**src/rtl/phy_rx_word_assembler.sv**
```systemverilog
// Receive word assembler: finds word alignment on COM characters and packs
// four data bytes (first byte in [31:24]) into a registered 32-bit word.
module phy_rx_word_assembler #(
    parameter logic [7:0] COM_CHAR   = 8'hBC,
    parameter int         LOCK_COUNT = 4
) (
    input  logic        clk_4f,
    input  logic        reset,
    input  logic        valid_in,
    input  logic [7:0]  data_in,
    output logic        valid_out,
    output logic [31:0] data_out,
    output logic        active,
    output logic        align_err
);

    localparam logic [3:0] LOCK_CNT = 4'(LOCK_COUNT);

    typedef enum logic {
        SEARCH = 1'b0,
        LOCKED = 1'b1
    } state_t;

    state_t      state_q, state_d;
    logic [3:0]  com_cnt_q, com_cnt_d;
    logic [1:0]  byte_idx_q, byte_idx_d;
    logic [31:0] part_q, part_d;
    logic [31:0] data_out_q, data_out_d;
    logic        valid_out_q, valid_out_d;
    logic        active_q, active_d;
    logic        align_err_q, align_err_d;
    logic [3:0]  com_cnt_inc;

    assign com_cnt_inc = com_cnt_q + 4'd1;

    always_comb begin
        state_d     = state_q;
        com_cnt_d   = com_cnt_q;
        byte_idx_d  = byte_idx_q;
        part_d      = part_q;
        data_out_d  = data_out_q;
        valid_out_d = 1'b0;
        align_err_d = 1'b0;

        // Stall cycles (valid_in=0) leave every piece of state untouched.
        if (valid_in) begin
            case (state_q)
                SEARCH: begin
                    if (data_in == COM_CHAR) begin
                        // >= so a re-lock seeded with count 1 still works when LOCK_COUNT is 1.
                        if (com_cnt_inc >= LOCK_CNT) begin
                            state_d    = LOCKED;
                            com_cnt_d  = 4'd0;
                            byte_idx_d = 2'd0;
                        end else begin
                            com_cnt_d = com_cnt_inc;
                        end
                    end else begin
                        com_cnt_d = 4'd0;
                    end
                end
                LOCKED: begin
                    if (data_in == COM_CHAR) begin
                        if (byte_idx_q != 2'd0) begin
                            align_err_d = 1'b1;
                            state_d     = SEARCH;
                            com_cnt_d   = 4'd1;
                            byte_idx_d  = 2'd0;
                            part_d      = 32'h0;
                        end
                    end else begin
                        case (byte_idx_q)
                            2'd0: part_d[31:24] = data_in;
                            2'd1: part_d[23:16] = data_in;
                            2'd2: part_d[15:8]  = data_in;
                            default: begin
                                data_out_d  = {part_q[31:8], data_in};
                                valid_out_d = 1'b1;
                                part_d      = 32'h0;
                            end
                        endcase
                        byte_idx_d = byte_idx_q + 2'd1;
                    end
                end
                default: state_d = SEARCH;
            endcase
        end

        active_d = (state_d == LOCKED);
    end

    always_ff @(posedge clk_4f) begin
        if (reset) begin
            state_q     <= SEARCH;
            com_cnt_q   <= 4'd0;
            byte_idx_q  <= 2'd0;
            part_q      <= 32'h0;
            data_out_q  <= 32'h0;
            valid_out_q <= 1'b0;
            active_q    <= 1'b0;
            align_err_q <= 1'b0;
        end else begin
            state_q     <= state_d;
            com_cnt_q   <= com_cnt_d;
            byte_idx_q  <= byte_idx_d;
            part_q      <= part_d;
            data_out_q  <= data_out_d;
            valid_out_q <= valid_out_d;
            active_q    <= active_d;
            align_err_q <= align_err_d;
        end
    end

    assign valid_out = valid_out_q;
    assign data_out  = data_out_q;
    assign active    = active_q;
    assign align_err = align_err_q;

endmodule
```
**config.mk**
```make
export PLATFORM = sky130hd
export DESIGN_NAME = phy_rx_word_assembler
export DESIGN_NICKNAME = d
export VERILOG_FILES = /design/src/rtl/phy_rx_word_assembler.sv
export SDC_FILE = /design/constraint.sdc
export NUM_CORES = 1
export LEC_CHECK = 0
export CORE_MARGIN = 2
export CORE_UTILIZATION = 40
export DETAILED_ROUTE_END_ITERATION = 16
export PLACE_DENSITY = 0.69
export SLEW_MARGIN = 20
export SYNTH_ARGS = -nofsm -noshare
export SYNTH_HDL_FRONTEND = slang
export SYNTH_SLANG_ARGS = --single-unit
```
**constraint.sdc**
```tcl
create_clock -name clk_4f -period 2.5 [get_ports clk_4f]
set_clock_uncertainty 0.15 [all_clocks]
set_input_delay 0.25 -clock clk_4f [delete_from_list [all_inputs] [get_ports clk_4f]]
set_output_delay 0.25 -clock clk_4f [all_outputs]
set_load 0.05 [all_outputs]
```
=== Word level (Yosys, flattened, before mapping) ===
Index checks and enable logic that the tools add are counted.

* Add/sub/neg operators: 2
* Magnitude comparators: 1
* Bitwise gates (word level): 4
* Reduce and logical (&&, ||, !) cells: 14
* Eq/ne operators: 12
* Muxes and demuxes: 23

{| class="wikitable"
|+ Operator list
! operator !! count
|-
| $mux W32 || 2
|-
| $pmux W8 S2 || 3
|-
| $reduce_and A4 Y1 || 5
|-
| $mux W4 || 4
|-
| $ne A2 B1 Y1 const B || 6
|-
| $eq A8 B8 Y1 const B || 1
|-
| $mux W2 || 4
|-
| $mux W8 || 1
|-
| $pmux W4 S2 || 1
|-
| $reduce_or A4 Y1 || 2
|-
| $mux W1 || 6
|-
| $reduce_or A2 Y1 || 3
|-
| $add A4 B1 Y4 const B || 1
|-
| $ge A4 B3 Y1 const B || 1
|-
| $ne A2 B2 Y1 const B || 2
|-
| $not A1 Y1 || 4
|-
| $pmux W2 S2 || 1
|-
| $ne A3 B2 Y1 const B || 1
|-
| $reduce_and A3 Y1 || 1
|-
| $reduce_or A3 Y1 || 1
|-
| $add A2 B1 Y2 const B || 1
|-
| $eq A2 B1 Y1 const B || 1
|-
| $eq A2 B2 Y1 const B || 1
|-
| $logic_not A2 Y1 || 1
|-
| 2 further kinds || 2
|}

* Input port bits: 11
* Register bits: 65

=== Depth between registers and ports, before layout ===
Gate-level depths: netlist of the first run.

* Depth in word-level cells: 5
* Gate-level depth with buffers: 8

=== Least setup slack after synthesis of the first run ===
No wires, ideal clock.

* Kind: register to register
* Start point: register active (netlist name)
* End point: register part_q[12]
* Path slack: 472 ps
* Stages on the path, launching flop included: 7
* Period minus slack after synthesis: 2028 ps
* Arrival time: 1807 ps
* Path through: dfxtp_1 -> buf_2 -> nand2_2 -> nor2_1 -> clkbuf_1 -> nand4_1 -> a21oi_1

{| class="wikitable"
|+ RTL lines
! element !! line !! RTL
|-
| end signal, assigned || 106 || <nowiki>part_q <= part_d;</nowiki>
|-
| end, declared || 27 || <nowiki>logic [31:0] part_q, part_d;</nowiki>
|}

=== Worst setup path after layout of the first run ===
* Start point: register active_q, in the netlist active
* End point: output port active

{| class="wikitable"
|+ RTL lines
! element !! line !! RTL
|-
| start, declared || 30 || <nowiki>logic active_q, active_d;</nowiki>
|-
| start signal, assigned || 109 || <nowiki>active_q <= active_d;</nowiki>
|-
| end, declared || 13 || <nowiki>output logic active,</nowiki>
|}

No word-level cell between the ends.

==> results.toml, run 1 <==
[timing]
hold_viol_final = 0
finalHoldWorstSlack_ns = 0.2436
fmax_mhz = 452.5
finalSetupViolations = 0
timing.final.crit_share = 0.8839
setup_tns_ns = 0
relSlewSlack = 0.4152
rsz0062_at_grt = "no"
tightest_slew_ns = 0.8753
slew_viol_final = 0
worst_slack_ns = 0.2902
post-route-min-period_ns = 2.210

[final_layout]
layout.nets = 351
area_growth_pct = 27.38
num_antenna_cells = 0
final_layout_size_suffix_gt1_frac = 0.1065
fillers = 595

[synthesis]
syn_inst = 283
synth_warnings = 0
ys.flop_type = "dfxtp_1"
synth-seq-area-share = 0.4860
ys_types = 42
syn-num-nets = 299
synth-seq-cells = 65
synthArstFlopShare = 0
avgSynthCellArea_sq_um = 9.461
syn_area_sq_mm = 0.002678
synth-edff-count = 0

[setup_path]
r2r-end = "part_q[14]$_SDFFE_PP0P_"
r2r-start = "byte_idx_q[0]$_SDFFE_PP0P_"
cp.depth = 1
path_delay_family = "buffers and inverters"
path_class = "reg2out"
critPathMaxFanout = 12
crit_path_cell_trace = "clkdlybuf4s50_1"
worstPathArrival_ns = 1.81
regToRegSetupSlack_ns = 0.32
cp.buffers_inverters = 1
slowest_stage = "clkdlybuf4s50_1"
start_kind = "flop"
reg2reg_depth = 6
required_ns = 2.10
crit_path_end_kind = "output pin"
cpPeakStageDelay_ns = 0.89

[grt]
grt_pass1_vias = 2187
met1_usage = 0.2590
grtUsageMet3 = 0.05101
grt_max_degree = 34
use_met2 = 0.2813
top_usage_layer = "met2"
antenna_found_initial = 0
grt_use_total = 0.1870
grt_first_pass_wirelength_um = 10770
gr-total-overflow = 0

[die]
start_util = 0.4169
io_pins = 46
fp.dieW_um = 85.82
die_h_um = 85.82
rows = 29
dieArea_sq_mm = 0.007364
design.core.area_sq_mm = 0.006422

[cts]
cts_setup_buffers = 0
htreeDepth = 3
postCtsHoldBufs = 0
clkSlewWorstSetupHoldPaths_ns = 0.07
cts_buffers = 9
clockBufferDepth = 2
cts_resized = 0
cts_sinks = 65
clock-root-buffer = "clkbuf_8"
clock_latency_ns = 0.34
cts_tree = "yes"

[placement]
hpwl_um = 4266
port_buffers = 45
gp_congestion = 0.8707
dp_slack_ns = 0.05726

[route]
drt_iter0_markers = 188
via_per_inst = 5.405
wl_um = 6272
wl_per_cell_um = 15.11
vias = 2243
antenna_left = 0
first_pass_iters = 10
drcViolationCount = 2

[job]
cap_violations = 0

[worst_hold_path]
whs_path_depth = 3
hold_class = "in2reg"
min_to = "data_out[25]$_SDFFE_PP0P_"
hold_start = "reset"

[power_and_ir_drop]
irDropWorstVdd_v = 0.0003216
p_leak_nw = 1.187
power_density_mw_per_mm2 = 556.3

[status]
violations = "DRC"
status = "finished, violations left"
==> worst max path at each step <==
stage	slack, ns	start	to
global route	0.09	byte_idx_q[0]$_SDFFE_PP0P_	part_q[10]$_SDFFE_PP0P_
finish	0.29	active$_SDFFE_PP0P_	active
global placement	0.16	data_in[1]	part_q[23]$_SDFFE_PP0P_
detailed placement	0.06	data_in[1]	part_q[14]$_SDFFE_PP0P_
floorplan	0.47	active$_SDFFE_PP0P_	part_q[12]$_SDFFE_PP0P_
CTS	0.30	active$_SDFFE_PP0P_	active
==> power by group <==
part | leakage (nW) | switching, mW | internal, mW | total [mW]
combinational | 0.577 | 0.0455 | 0.0300 | 0.0755
clock | 0.0871 | 0.388 | 0.399 | 0.787
sequential | 0.523 | 0.0000283 | 1.04 | 1.04
==> stage by stage <==
stage / power (mW) / area (sq um) / std cells / util
2_1_floorplan: 1.087 / 2678 / 283 / -
3_3_place_gp: 1.135 / 3242 / 401 / 0.5048
3_5_place_dp: 1.134 / 3242 / 401 / 0.5048
4_1_cts: 1.920 / 3411 / 415 / 0.5311
5_1_grt: 1.967 / 3411 / 415 / 0.5311
6_report: 1.897 / 3411 / 415 / 0.5311
==> cells in the final DEF, fill, tap and decap left out, drive strengths merged, types with 2 or more instances in the layout <==
cell type and count:
ha 5, nor3 3, nand3 3, mux2i 32, and3 2, clkdlybuf4s50 44
inv 7, o32ai 3, nand2 13, nand2b 2, dfxtp 65, nor2 40
clkinv 2, a2bb2oi 2, o21ai 21, nand4 16, or3 2, a21oi 22
a21boi 3, clkbuf 11, a211oi 7, buf 17, o31ai 3
==> cell families after synthesis <==
group / Yosys count / synth area share
flip-flops: 65 / 0.4860
AO/OA/AOI/OAI: 64 / 0.1481
AND/OR/NAND/NOR: 90 / 0.1720
multiplexers: 32 / 0.1196
buffers and inverters: 27 / 0.05093
adder cells (fa/ha/maj): 5 / 0.02336
==> cells in the mapped netlist (2+ instances only) <==
| library cell | number | area (sq um) |
|---|---|---|
| buf_4 | 2 | 15.01 |
| o21ai_0 | 19 | 95.09 |
| and3_1 | 2 | 12.51 |
| nand2_1 | 11 | 41.29 |
| clkbuf_1 | 10 | 37.54 |
| nand4_1 | 16 | 100.1 |
| ha_1 | 5 | 62.56 |
| nand2b_1 | 2 | 12.51 |
| nand3_1 | 3 | 15.01 |
| o31ai_1 | 3 | 22.52 |
| nor2_1 | 40 | 150.1 |
| dfxtp_1 | 65 | 1301 |
| buf_2 | 4 | 20.02 |
| inv_1 | 7 | 26.28 |
| a21boi_1 | 2 | 15.01 |
| a211oi_1 | 6 | 45.04 |
| o32ai_1 | 3 | 26.28 |
| nor3_1 | 3 | 15.01 |
| a2bb2oi_1 | 2 | 17.52 |
| o21ai_1 | 2 | 10.01 |
| a21oi_1 | 21 | 105.1 |
| buf_6 | 3 | 33.78 |
| or3_1 | 2 | 12.51 |
| mux2i_1 | 32 | 320.3 |
==> final cells by class <==
type / instances / area, sq um / share of cell area
Sequential cell: 65 / 1301 / 0.3815
Multi-Input combinational cell: 191 / 1240 / 0.3635
Timing Repair Buffer: 61 / 578.1 / 0.1695
Clock buffer: 11 / 151.4 / 0.04439
Tap cell: 77 / 96.34 / 0.02825
Inverter: 7 / 26.28 / 0.007704
Clock inverter: 3 / 17.52 / 0.005136
==> flip-flops by register name, indices dropped and copies added (netlist names) <==
signal / cells
active: 1
align_err: 1
byte_idx_q: 2
com_cnt_q: 4
data_out: 32
part_q: 24
valid_out: 1
==> layer usage <==
metal / share of wire / up-vias
met5: 0 / -
met2: 0.45 / 47
met4: 0.014 / 0
met1: 0.49 / 1071
met3: 0.040 / 6
li1: - / 1119
Note: power is estimated with default switching activity, not from simulation.
==> inputs of run 2 (changes only) <==
--- a/config.mk
+++ b/config.mk
@@ -11,2 +11,3 @@
 export PLACE_DENSITY = 0.69
+export SKIP_LAST_GASP = 1
 export SLEW_MARGIN = 20
==> constraint.sdc (replaced) <==
create_clock -name clk_4f -period 2.5 [get_ports clk_4f]
set_clock_uncertainty 0.15 [all_clocks]
set_input_delay 0.625 -clock clk_4f [delete_from_list [all_inputs] [get_ports clk_4f]]
set_output_delay 0.625 -clock clk_4f [all_outputs]
set_load 0.05 [all_outputs]
==> run 2 against run 1 <==
  * The flow still finishes with violations (DRC)
  * Setup slack got worse by 0.064 ns
  * Via count is 0.71% higher
  * Sequential share of layout area fell by 1.6 points
==> results.toml, run 2 (synthesis results as in run 1) <==
[cts]
clock-root-buffer = "clkbuf_8"
clkSlewWorstSetupHoldPaths_ns = 0.06
postCtsHoldBufs = 0
cts_sinks = 65
cts_setup_buffers = 0
clockBufferDepth = 2
cts_resized = 0
htreeDepth = 3
cts_buffers = 9
clock_latency_ns = 0.34
cts_tree = "yes"

[die]
die_h_um = 85.82
design.core.area_sq_mm = 0.006422
start_util = 0.4169
dieArea_sq_mm = 0.007364
rows = 29
fp.dieW_um = 85.82
io_pins = 46

[timing]
hold_viol_final = 0
slew_viol_final = 0
post-route-min-period_ns = 2.274
timing.final.crit_share = 0.9096
relSlewSlack = 0.6451
tightest_slew_ns = 0.5278
rsz0062_at_grt = "no"
fmax_mhz = 439.7
worst_slack_ns = 0.2259
setup_tns_ns = 0
finalSetupViolations = 0

[placement]
hpwl_um = 4351
gp_congestion = 0.8768
port_buffers = 45
dp_slack_ns = -0.09509
post-place-cells = 420

[worst_hold_path]
whs_path_depth = 2
min_to = "part_q[21]$_SDFFE_PP0P_"
hold_start = "part_q[21]$_SDFFE_PP0P_"
hold_class = "reg2reg"

[status]
violations = "DRC"
status = "finished, violations left"

[grt]
antenna_found_initial = 0
gr-total-overflow = 0
grt_use_total = 0.1835
grt_max_degree = 32
grt_first_pass_wirelength_um = 10560
grt_pass1_vias = 2139

[final_layout]
fin_util = 0.5539
final_common_cell = "dfxtp_1"
multi_input_area_sq_mm = 0.001240
fillers = 580
area_growth_pct = 32.85
layout.nets = 370
largest_reg_flops = 32
num_antenna_cells = 0
layout.cells.non_filler = 435
final_layout_size_suffix_gt1_frac = 0.1536
final-seq-area_sq_mm = 0.001301
layout_common_cells = "dfxtp_1, clkdlybuf4s50_1, nor2_1, buf_4, mux2i_1"

[setup_path]
path_delay_family = "buffers and inverters"
cpPeakStageDelay_ns = 0.81
slowest_stage = "clkdlybuf4s50_1"
required_ns = 1.73
crit_path_end_kind = "output pin"
path_class = "reg2out"
cp.buffers_inverters = 1
regToRegSetupSlack_ns = 0.56
r2r-start = "byte_idx_q[0]$_SDFFE_PP0P_"
start_kind = "flop"
worstPathArrival_ns = 1.50
crit_path_cell_trace = "clkdlybuf4s50_1"
reg2reg_depth = 7
r2r-end = "byte_idx_q[0]$_SDFFE_PP0P_"
critPathMaxFanout = 2

[power_and_ir_drop]
power_density_mw_per_mm2 = 526.3
irDropWorstVdd_v = 0.0002752
p_leak_nw = 1.281

[route]
first_pass_iters = 11
via_per_inst = 5.193
drcViolationCount = 2
wl_per_cell_um = 14.28
drt_iter0_markers = 126
vias = 2259
wl_um = 6213
antenna_left = 0

[job]
cap_violations = 0
[run 2: worst max path at each step]
stage	from	end	slack, ns	cells past startpoint
2_1_floorplan	active$_SDFFE_PP0P_	part_q[12]$_SDFFE_PP0P_	0.47	6
3_3_place_gp	data_in[1]	byte_idx_q[0]$_SDFFE_PP0P_	-0.11	7
3_5_place_dp	data_in[6]	com_cnt_q[0]$_SDFFE_PP0P_	-0.1	5
4_1_cts	data_out[5]$_SDFFE_PP0P_	data_out[5]	0.20	1
5_1_grt	data_in[7]	part_q[16]$_SDFFE_PP0P_	0.15	8
6_report	data_out[8]$_SDFFE_PP0P_	data_out[8]	0.23	1
[run 2: cell type report]
cell class	count	share of cell area
Sequential cell	65	0.3658
Multi-Input combinational cell	191	0.3486
Timing Repair Buffer	80	0.2054
Clock buffer	12	0.04080
Tap cell	77	0.02708
Inverter	7	0.007387
Clock inverter	3	0.004924
[run 2: through the flow]
step / total power, mW / hold WS [ns] / cell area, sq um
global route: 1.955 / 0.3515 / 3557
CTS: 1.902 / 0.3277 / 3557
global placement: 1.143 / 0.3136 / 3395
floorplan: 1.087 / 0.2993 / 2678
finish: 1.872 / 0.3275 / 3557
detailed placement: 1.144 / 0.3166 / 3395
[run 2: metal layers]
metal / global-route usage / part of all wire / vias to the layer above
li1: - / - / 1157
met1: 0.2434 / 0.48 / 1052
met2: 0.2763 / 0.46 / 43
met3: 0.05775 / 0.045 / 7
met4: 0.07792 / 0.013 / 0
met5: 0 / 0 / -
[run 2: report_power, final]
part / leakage, nW / total, mW / internal [mW] / switching (mW)
combinational: 0.675 / 0.0840 / 0.0386 / 0.0454
clock: 0.0822 / 0.753 / 0.378 / 0.375
sequential: 0.523 / 1.04 / 1.04 / 0.0000293
